<file path="src/rtl/nn_pkg.sv">
// ============================================================================
// Module   : nn_pkg
// Purpose  : Shared constants and FSM state type for the weight-update path.
// Revision : 1.0 - initial release
// ============================================================================
`default_nettype none

package nn_pkg;
    localparam int          FP_MULT_LAT = 5;
    localparam int          FP_ADD_LAT  = 7;
    localparam logic [31:0] FP_ONE      = 32'h3f800000;
    localparam logic [31:0] FP_QNAN     = 32'h7fc00000;

    typedef enum logic [2:0] {
        IDLE = 3'd0,
        MUL  = 3'd1,
        ADD  = 3'd2,
        WB   = 3'd3,
        DONE = 3'd4
    } state_e;
endpackage

`default_nettype wire

</file>
<file path="src/rtl/fp_adder.sv">
// ============================================================================
// Module   : fp_adder
// Purpose  : IEEE-754 single add, round-to-nearest-even, LAT-deep pipeline.
// Revision : 1.0 - initial release
// ============================================================================
`default_nettype none

module fp_adder
    import nn_pkg::*;
#(
    parameter int LAT = 7
) (
    input  logic        clk,
    input  logic        rst,
    input  logic [31:0] i_a,
    input  logic [31:0] i_b,
    output logic [31:0] o_y
);
    logic               a_zero, b_zero, a_inf, b_inf, a_nan, b_nan;
    logic [31:0]        big, sml;
    logic [7:0]         d;
    logic [49:0]        wide;
    logic [26:0]        big_x, sml_x, norm;
    logic [27:0]        sum;
    logic [4:0]         lz;
    logic               found, up;
    logic [24:0]        rnd;
    logic signed [9:0]  exp_n, exp_r;
    logic [31:0]        y_d;
    logic [31:0]        pipe_q [LAT];

    always_comb begin
        a_zero = (i_a[30:23] == 8'd0);
        b_zero = (i_b[30:23] == 8'd0);
        a_inf  = (i_a[30:23] == 8'hff) && (i_a[22:0] == 23'd0);
        b_inf  = (i_b[30:23] == 8'hff) && (i_b[22:0] == 23'd0);
        a_nan  = (i_a[30:23] == 8'hff) && (i_a[22:0] != 23'd0);
        b_nan  = (i_b[30:23] == 8'hff) && (i_b[22:0] != 23'd0);
        big    = (i_b[30:0] > i_a[30:0]) ? i_b : i_a;
        sml    = (i_b[30:0] > i_a[30:0]) ? i_a : i_b;
        d      = big[30:23] - sml[30:23];
        // Three extra bits (guard, round, sticky) carry the shifted-out tail.
        wide   = {1'b1, sml[22:0], 26'd0} >> d;
        sml_x  = {wide[49:24], (|wide[23:0]) | (d > 8'd49)};
        big_x  = {1'b1, big[22:0], 3'b000};
        sum    = (big[31] ^ sml[31]) ? ({1'b0, big_x} - {1'b0, sml_x})
                                     : ({1'b0, big_x} + {1'b0, sml_x});
        lz     = '0;
        found  = 1'b0;
        for (int i = 26; i >= 0; i--) begin
            if (!found && sum[i]) begin
                lz    = 5'(26 - i);
                found = 1'b1;
            end
        end
        if (sum[27]) begin
            norm  = {sum[27:2], sum[1] | sum[0]};
            exp_n = $signed({2'b00, big[30:23]}) + 10'sd1;
        end else begin
            norm  = sum[26:0] << lz;
            exp_n = $signed({2'b00, big[30:23]}) - $signed({5'd0, lz});
        end
        up    = norm[2] & (norm[1] | norm[0] | norm[3]);
        rnd   = {1'b0, norm[26:3]} + {24'd0, up};
        exp_r = exp_n + (rnd[24] ? 10'sd1 : 10'sd0);

        if (a_nan)                                  y_d = i_a;
        else if (b_nan)                             y_d = i_b;
        else if (a_inf && b_inf && (i_a[31] != i_b[31])) y_d = FP_QNAN;
        else if (a_inf)                             y_d = i_a;
        else if (b_inf)                             y_d = i_b;
        else if (a_zero && b_zero)                  y_d = {i_a[31] & i_b[31], 31'd0};
        else if (a_zero)                            y_d = i_b;
        else if (b_zero)                            y_d = i_a;
        else if (sum == 28'd0)                      y_d = 32'd0;
        else if (exp_r >= 10'sd255)                 y_d = {big[31], 8'hff, 23'd0};
        else if (exp_r <= 10'sd0)                   y_d = {big[31], 31'd0};
        else                                        y_d = {big[31], exp_r[7:0], rnd[22:0]};
    end

    always_ff @(posedge clk) begin
        if (rst) begin
            for (int i = 0; i < LAT; i++) pipe_q[i] <= '0;
        end else begin
            pipe_q[0] <= y_d;
            for (int i = 1; i < LAT; i++) pipe_q[i] <= pipe_q[i-1];
        end
    end

    assign o_y = pipe_q[LAT-1];
endmodule

`default_nettype wire

</file>
<file path="src/rtl/fp_multiplier.sv">
// ============================================================================
// Module   : fp_multiplier
// Purpose  : IEEE-754 single multiply, round-to-nearest-even, LAT-deep pipeline.
// Revision : 1.0 - initial release
// ============================================================================
`default_nettype none

module fp_multiplier
    import nn_pkg::*;
#(
    parameter int LAT = 5
) (
    input  logic        clk,
    input  logic        rst,
    input  logic [31:0] i_a,
    input  logic [31:0] i_b,
    output logic [31:0] o_y
);
    logic               s;
    logic [7:0]         ea, eb;
    logic               a_zero, b_zero, a_inf, b_inf, a_nan, b_nan;
    logic [47:0]        prod;
    logic [22:0]        mant;
    logic               g, st, up;
    logic [23:0]        rnd;
    logic signed [9:0]  exp_n, exp_r;
    logic [31:0]        y_d;
    logic [31:0]        pipe_q [LAT];

    // Subnormal operands are treated as zero.
    always_comb begin
        s      = i_a[31] ^ i_b[31];
        ea     = i_a[30:23];
        eb     = i_b[30:23];
        a_zero = (ea == 8'd0);
        b_zero = (eb == 8'd0);
        a_inf  = (ea == 8'hff) && (i_a[22:0] == 23'd0);
        b_inf  = (eb == 8'hff) && (i_b[22:0] == 23'd0);
        a_nan  = (ea == 8'hff) && (i_a[22:0] != 23'd0);
        b_nan  = (eb == 8'hff) && (i_b[22:0] != 23'd0);
        prod   = {1'b1, i_a[22:0]} * {1'b1, i_b[22:0]};
        exp_n  = $signed({2'b00, ea}) + $signed({2'b00, eb}) - 10'sd127;
        if (prod[47]) begin
            mant  = prod[46:24];
            g     = prod[23];
            st    = |prod[22:0];
            exp_n = exp_n + 10'sd1;
        end else begin
            mant  = prod[45:23];
            g     = prod[22];
            st    = |prod[21:0];
        end
        up    = g & (st | mant[0]);
        rnd   = {1'b0, mant} + {23'd0, up};
        exp_r = exp_n + (rnd[23] ? 10'sd1 : 10'sd0);

        if (a_nan)                                   y_d = i_a;
        else if (b_nan)                              y_d = i_b;
        else if ((a_inf && b_zero) || (b_inf && a_zero)) y_d = FP_QNAN;
        else if (a_inf || b_inf)                     y_d = {s, 8'hff, 23'd0};
        else if (a_zero || b_zero)                   y_d = {s, 31'd0};
        else if (exp_r >= 10'sd255)                  y_d = {s, 8'hff, 23'd0};
        else if (exp_r <= 10'sd0)                    y_d = {s, 31'd0};
        else                                         y_d = {s, exp_r[7:0], rnd[22:0]};
    end

    always_ff @(posedge clk) begin
        if (rst) begin
            for (int i = 0; i < LAT; i++) pipe_q[i] <= '0;
        end else begin
            pipe_q[0] <= y_d;
            for (int i = 1; i < LAT; i++) pipe_q[i] <= pipe_q[i-1];
        end
    end

    assign o_y = pipe_q[LAT-1];
endmodule

`default_nettype wire

</file>
<file path="src/rtl/update_weight_mid.sv">
// ============================================================================
// Module   : update_weight_mid
// Purpose  : Sequential w[i] += delta*x[i] for one hidden node (x2 = 1.0 bias).
// Revision : 1.0 - initial release
// ============================================================================
`default_nettype none

module update_weight_mid
    import nn_pkg::*;
#(
    parameter logic [31:0] INIT_W0 = 32'h3f000000,
    parameter logic [31:0] INIT_W1 = 32'h3f000000,
    parameter logic [31:0] INIT_W2 = 32'h3f000000
) (
    input  logic        iCLK,
    input  logic        iRST,
    input  logic        iSTART,
    input  logic [31:0] iDELTA,
    input  logic [31:0] iX0,
    input  logic [31:0] iX1,
    input  logic        iLOAD,
    input  logic [1:0]  iLOAD_IDX,
    input  logic [31:0] iLOAD_DATA,
    output logic [31:0] oW0,
    output logic [31:0] oW1,
    output logic [31:0] oW2,
    output logic        oBUSY,
    output logic        oDONE
);
    localparam logic [3:0] MUL_LAST = 4'(FP_MULT_LAT - 1);
    localparam logic [3:0] ADD_LAST = 4'(FP_ADD_LAT - 1);

    state_e      state_q, state_d;
    logic [1:0]  idx_q, idx_d;
    logic [3:0]  cnt_q, cnt_d;
    logic [31:0] delta_q, delta_d, x0_q, x0_d, x1_q, x1_d;
    logic [31:0] w0_q, w0_d, w1_q, w1_d, w2_q, w2_d;
    logic [31:0] x_sel, w_sel, product, sum;

    // Operands stay stable through MUL and ADD, so the cores' outputs are
    // valid once their latency has elapsed without any capture register.
    always_comb begin
        case (idx_q)
            2'd0:    begin x_sel = x0_q;   w_sel = w0_q; end
            2'd1:    begin x_sel = x1_q;   w_sel = w1_q; end
            default: begin x_sel = FP_ONE; w_sel = w2_q; end
        endcase
    end

    fp_multiplier #(.LAT(FP_MULT_LAT)) u_mul (
        .clk (iCLK), .rst (iRST), .i_a (delta_q), .i_b (x_sel), .o_y (product)
    );

    fp_adder #(.LAT(FP_ADD_LAT)) u_add (
        .clk (iCLK), .rst (iRST), .i_a (product), .i_b (w_sel), .o_y (sum)
    );

    always_comb begin
        state_d = state_q;
        idx_d   = idx_q;
        cnt_d   = cnt_q;
        delta_d = delta_q;
        x0_d    = x0_q;
        x1_d    = x1_q;
        w0_d    = w0_q;
        w1_d    = w1_q;
        w2_d    = w2_q;
        case (state_q)
            IDLE: begin
                if (iLOAD) begin
                    case (iLOAD_IDX)
                        2'd0:    w0_d = iLOAD_DATA;
                        2'd1:    w1_d = iLOAD_DATA;
                        2'd2:    w2_d = iLOAD_DATA;
                        default: ;
                    endcase
                end else if (iSTART) begin
                    delta_d = iDELTA;
                    x0_d    = iX0;
                    x1_d    = iX1;
                    idx_d   = 2'd0;
                    cnt_d   = 4'd0;
                    state_d = MUL;
                end
            end
            MUL: begin
                if (cnt_q == MUL_LAST) begin
                    cnt_d   = 4'd0;
                    state_d = ADD;
                end else begin
                    cnt_d = cnt_q + 4'd1;
                end
            end
            ADD: begin
                if (cnt_q == ADD_LAST) begin
                    cnt_d   = 4'd0;
                    state_d = WB;
                end else begin
                    cnt_d = cnt_q + 4'd1;
                end
            end
            WB: begin
                case (idx_q)
                    2'd0:    w0_d = sum;
                    2'd1:    w1_d = sum;
                    default: w2_d = sum;
                endcase
                if (idx_q == 2'd2) begin
                    state_d = DONE;
                end else begin
                    idx_d   = idx_q + 2'd1;
                    state_d = MUL;
                end
            end
            DONE:    state_d = IDLE;
            default: state_d = IDLE;
        endcase
    end

    always_ff @(posedge iCLK) begin
        if (iRST) begin
            state_q <= IDLE;
            idx_q   <= 2'd0;
            cnt_q   <= 4'd0;
            delta_q <= '0;
            x0_q    <= '0;
            x1_q    <= '0;
            w0_q    <= INIT_W0;
            w1_q    <= INIT_W1;
            w2_q    <= INIT_W2;
        end else begin
            state_q <= state_d;
            idx_q   <= idx_d;
            cnt_q   <= cnt_d;
            delta_q <= delta_d;
            x0_q    <= x0_d;
            x1_q    <= x1_d;
            w0_q    <= w0_d;
            w1_q    <= w1_d;
            w2_q    <= w2_d;
        end
    end

    assign oW0   = w0_q;
    assign oW1   = w1_q;
    assign oW2   = w2_q;
    assign oBUSY = (state_q == MUL) || (state_q == ADD) || (state_q == WB);
    assign oDONE = (state_q == DONE);
endmodule

`default_nettype wire

</file>
<file path="config.mk">
export PLATFORM = sky130hd
export DESIGN_NAME = update_weight_mid
export DESIGN_NICKNAME = d
export VERILOG_FILES = /design/src/rtl/nn_pkg.sv /design/src/rtl/fp_adder.sv /design/src/rtl/fp_multiplier.sv /design/src/rtl/update_weight_mid.sv
export SDC_FILE = /design/constraint.sdc
export NUM_CORES = 2
export LEC_CHECK = 0
export ABC_AREA = 1
export BUFFER_PORTS_ARGS = -buffer_cell sky130_fd_sc_hd__buf_2
export CAP_MARGIN = 40
export CORE_MARGIN = 3
export CORE_UTILIZATION = 42
export DETAILED_ROUTE_END_ITERATION = 10
export SLEW_MARGIN = 20
export SYNTH_ARGS = -nofsm -noshare
export SYNTH_HDL_FRONTEND = slang
export SYNTH_SLANG_ARGS = --single-unit
</file>
<file path="constraint.sdc">
create_clock -name iCLK -period 29.6 [get_ports iCLK]
set_input_delay 0 -clock iCLK [delete_from_list [all_inputs] [get_ports iCLK]]
set_output_delay 0 -clock iCLK [all_outputs]
set_load 0.05 [all_outputs]
</file>
==> run summary <==
outcome: finished, final reports clean
initial core utilization: 42.5%
Critical Path Fanout Max: 88
Post-Synthesis Cells: 7168
startpoint type of the worst setup path: flop
Design Area, Final: 56800 um^2
FF/Latch Area: 11700 um^2
WP data required: 30.18 ns
num rows: 126
hpwl dp: 132 mm
cell area after synthesis: 50500 um^2
total track usage: 27.9%
CTS tree: done
routed wl met2: 82.7 mm
CTS clock-pin slew for the worst setup and hold paths: 0.08 ns
fin cells: 9013
YS warnings: 0
Synth cell types: 70
Fmax achieved: 55.3 MHz
Final Hold Viols: 0
Sink Count: 585
Iter 0 DRT Violations: 4533
placed instance area: 53200 um^2
die area: 124000 um^2
kind of critical path: flop to flop
max_cap viols: 0
antenna violations before repair: 1
area of the multi-input gates: 32100 um^2
Critical Path AT: 18.66 ns
Final Max Slew Viols: 0
area of the core: 119000 um^2
most frequent CP cell: nand2_1
Seq/Total Area, Yosys: 23.2%
minimum clock period: 18.08 ns
layout cell share with drive strength beyond 1: 7.64%
skew final: 0.0808 ns
Initial DRT Pass Iterations: 6
first-pass GRT wire length: 273 mm
final WL: 176 mm
most frequently used flop master after synthesis: dfxtp_1
syn_nets: 8069
H-tree Lvls: 2
Layout area overhead: 12.5%
vias after detailed routing: 47.5k
Top Layer Used: met4
die width: 353 um
port bufs: 231
crit path capture type: flop
vias per std cell: 5.27
fillers: 12.1k
Avg Inst Size Synth: 7.04 um^2
routed wl met3: 12.3 mm
flops & latches, synth: 585
CTS root buf: clkbuf_16
Critical Path Max Stage Delay: 0.62 ns
min-delay worst type: input pin to flop
antenna fix cells: 0
final net count: 8262
vias in the first global route: 46.8k
Cells after DPL: 8764
Slowest-stage cell, CP: buf_4
Tcrit/Tclk final: 61.1%
RSZ-0062 raised after global routing: no
Routed Antenna Nets: 0
Worst-Skew Late Latency: 0.69 ns
Routed WL per cell: 19.6 um
GPL Wtd Cong: 1.00
EDFF count, synth: 0
slew margin rel.: 35.3%
drt drc: 0
Num CTS Buffers: 61
I/O pin cnt: 232
buffer levels on the longest clock path: 3
sum of negative setup slack: 0 ns
DRT met1 WL: 72.9 mm
measured slew at the worst slew-check pin: 0.970 ns
ys async rst share: 0%
GR Overflow Total: 0
DIE HEIGHT: 353 um
pin count of the biggest net entering global routing: 126
final setup fails: 0
cell usage in the layout (no fill, tap or decap), drive strengths merged, types with 3 or more instances in the layout:
| cell type | n |
|---|---|
| ha | 282 |
| o21a | 8 |
| nand3 | 413 |
| nand4 | 111 |
| o211ai | 31 |
| nand2 | 1358 |
| a21o | 7 |
| o2111ai | 3 |
| or2 | 21 |
| a21boi | 5 |
| a31o | 3 |
| fa | 485 |
| a21oi | 355 |
| nand3b | 8 |
| a31oi | 45 |
| nor2 | 947 |
| o31ai | 10 |
| dfxtp | 585 |
| xnor2 | 24 |
| xor2 | 81 |
| buf | 339 |
| bufinv | 7 |
| o21bai | 9 |
| o22ai | 48 |
| nor4 | 36 |
| o41ai | 6 |
| o21ai | 431 |
| a211oi | 9 |
| nor3 | 50 |
| o221ai | 13 |
| clkbuf | 79 |
| clkinv | 43 |
| inv | 1405 |
| dlygate4sd3 | 131 |
flip-flops by register name (all words and copies together), names as in the netlist, 4 cells and up:
name / count
cnt_q: 4
delta_q: 32
oW0: 32
oW1: 32
oW2: 32
u_add.pipe_q: 224
u_mul.pipe_q: 160
x0_q: 32
x1_q: 32
final timing paths:
check	slack (ns)	cells past startpoint	to	start
hold reg to reg	0.34	2	u_add.pipe_q[0][201]	u_add.pipe_q[0][169]
hold / removal	0.12	4	x0_q[19]	iX0[19]
setup reg to reg	11.52	102	u_add.pipe_q[0][9]	idx_q[0]
setup / recovery	11.52	102	u_add.pipe_q[0][9]	idx_q[0]
routing by layer:
layer / track usage, % / vias to the layer above
li1: - / 22554
met5: 0 / -
met1: 35.9 / 22624
met2: 46.8 / 1904
met3: 4.15 / 416
met4: 12.0 / 0
what timing repair did:
| item | CTS | global route |
|---|---|---|
| buffers inserted | 0 | 0 |
| resized for setup | 0 | 0 |
| endpoints found under the hold margin | 312 | 0 |
| hold buffers | 131 | 0 |
logic make-up (layout without fill, tap and decap cells):
logic type,after synthesis,after routing,synth area share (%)
xor gates and xnor gates,105,105,1.90
buffers and inverters,1761,2006,13.4
adders and majority gates,767,767,26.2
AOI/OAI and AO/OA,995,995,10.8
muxes,2,2,0.0397
DFF,585,585,23.2
and+or+nand+nor,2953,2953,24.4
per-stage QoR:
stage          worst slack (ns)  hold slack (ns)  utilization, %
2_1_floorplan             15.83            0.167               -
3_3_place_gp              12.12            0.259            44.6
3_5_place_dp              11.83            0.269            44.9
4_1_cts                   11.76           0.0564            47.8
5_1_grt                    9.58            0.124            47.8
6_report                  11.52            0.125            47.8
final cells by class:
cell class | instances | share of cell area, %
Sequential cell | 585 | 20.6
Clock inverter | 36 | 0.855
Inverter | 1421 | 9.41
Tap cell | 1600 | 3.53
Clock buffer | 79 | 2.97
Timing Repair Buffer | 470 | 6.06
Multi-Input combinational cell | 4822 | 56.6
worst max-delay path, delay by kind of cell (launching register included):
kind                     cells  cell delay (ns)
adder cells (fa/ha/maj)      8             2.23
flip-flops                   1             0.34
AO/OA/AOI/OAI               18             3.23
XOR/XNOR                     2             0.63
AND/OR/NAND/NOR             60             8.50
buffers and inverters       14             2.93
cell usage after synthesis (all sizes together) (21+ instances only):
library cell  number  area (um^2)
dfxtp            585        11700
o211ai            31          233
nor4              36          225
nand3            413         2100
nand2           1358         5160
o21ai            431         2170
a31oi             45          282
buf               74          418
or2               21          131
fa               485         9710
inv             1399         5250
xnor2             24          218
o22ai             48          300
ha               282         3530
clkbuf           266          998
nand4            111          722
nor3              50          255
nor2             947         3610
a21oi            355         1780
xor2              81          739
clkinv            22         82.6
Power is left out: the tool's default activity adds up to more than one toggle a clock period on the data nets, which glitch-free logic cannot reach.
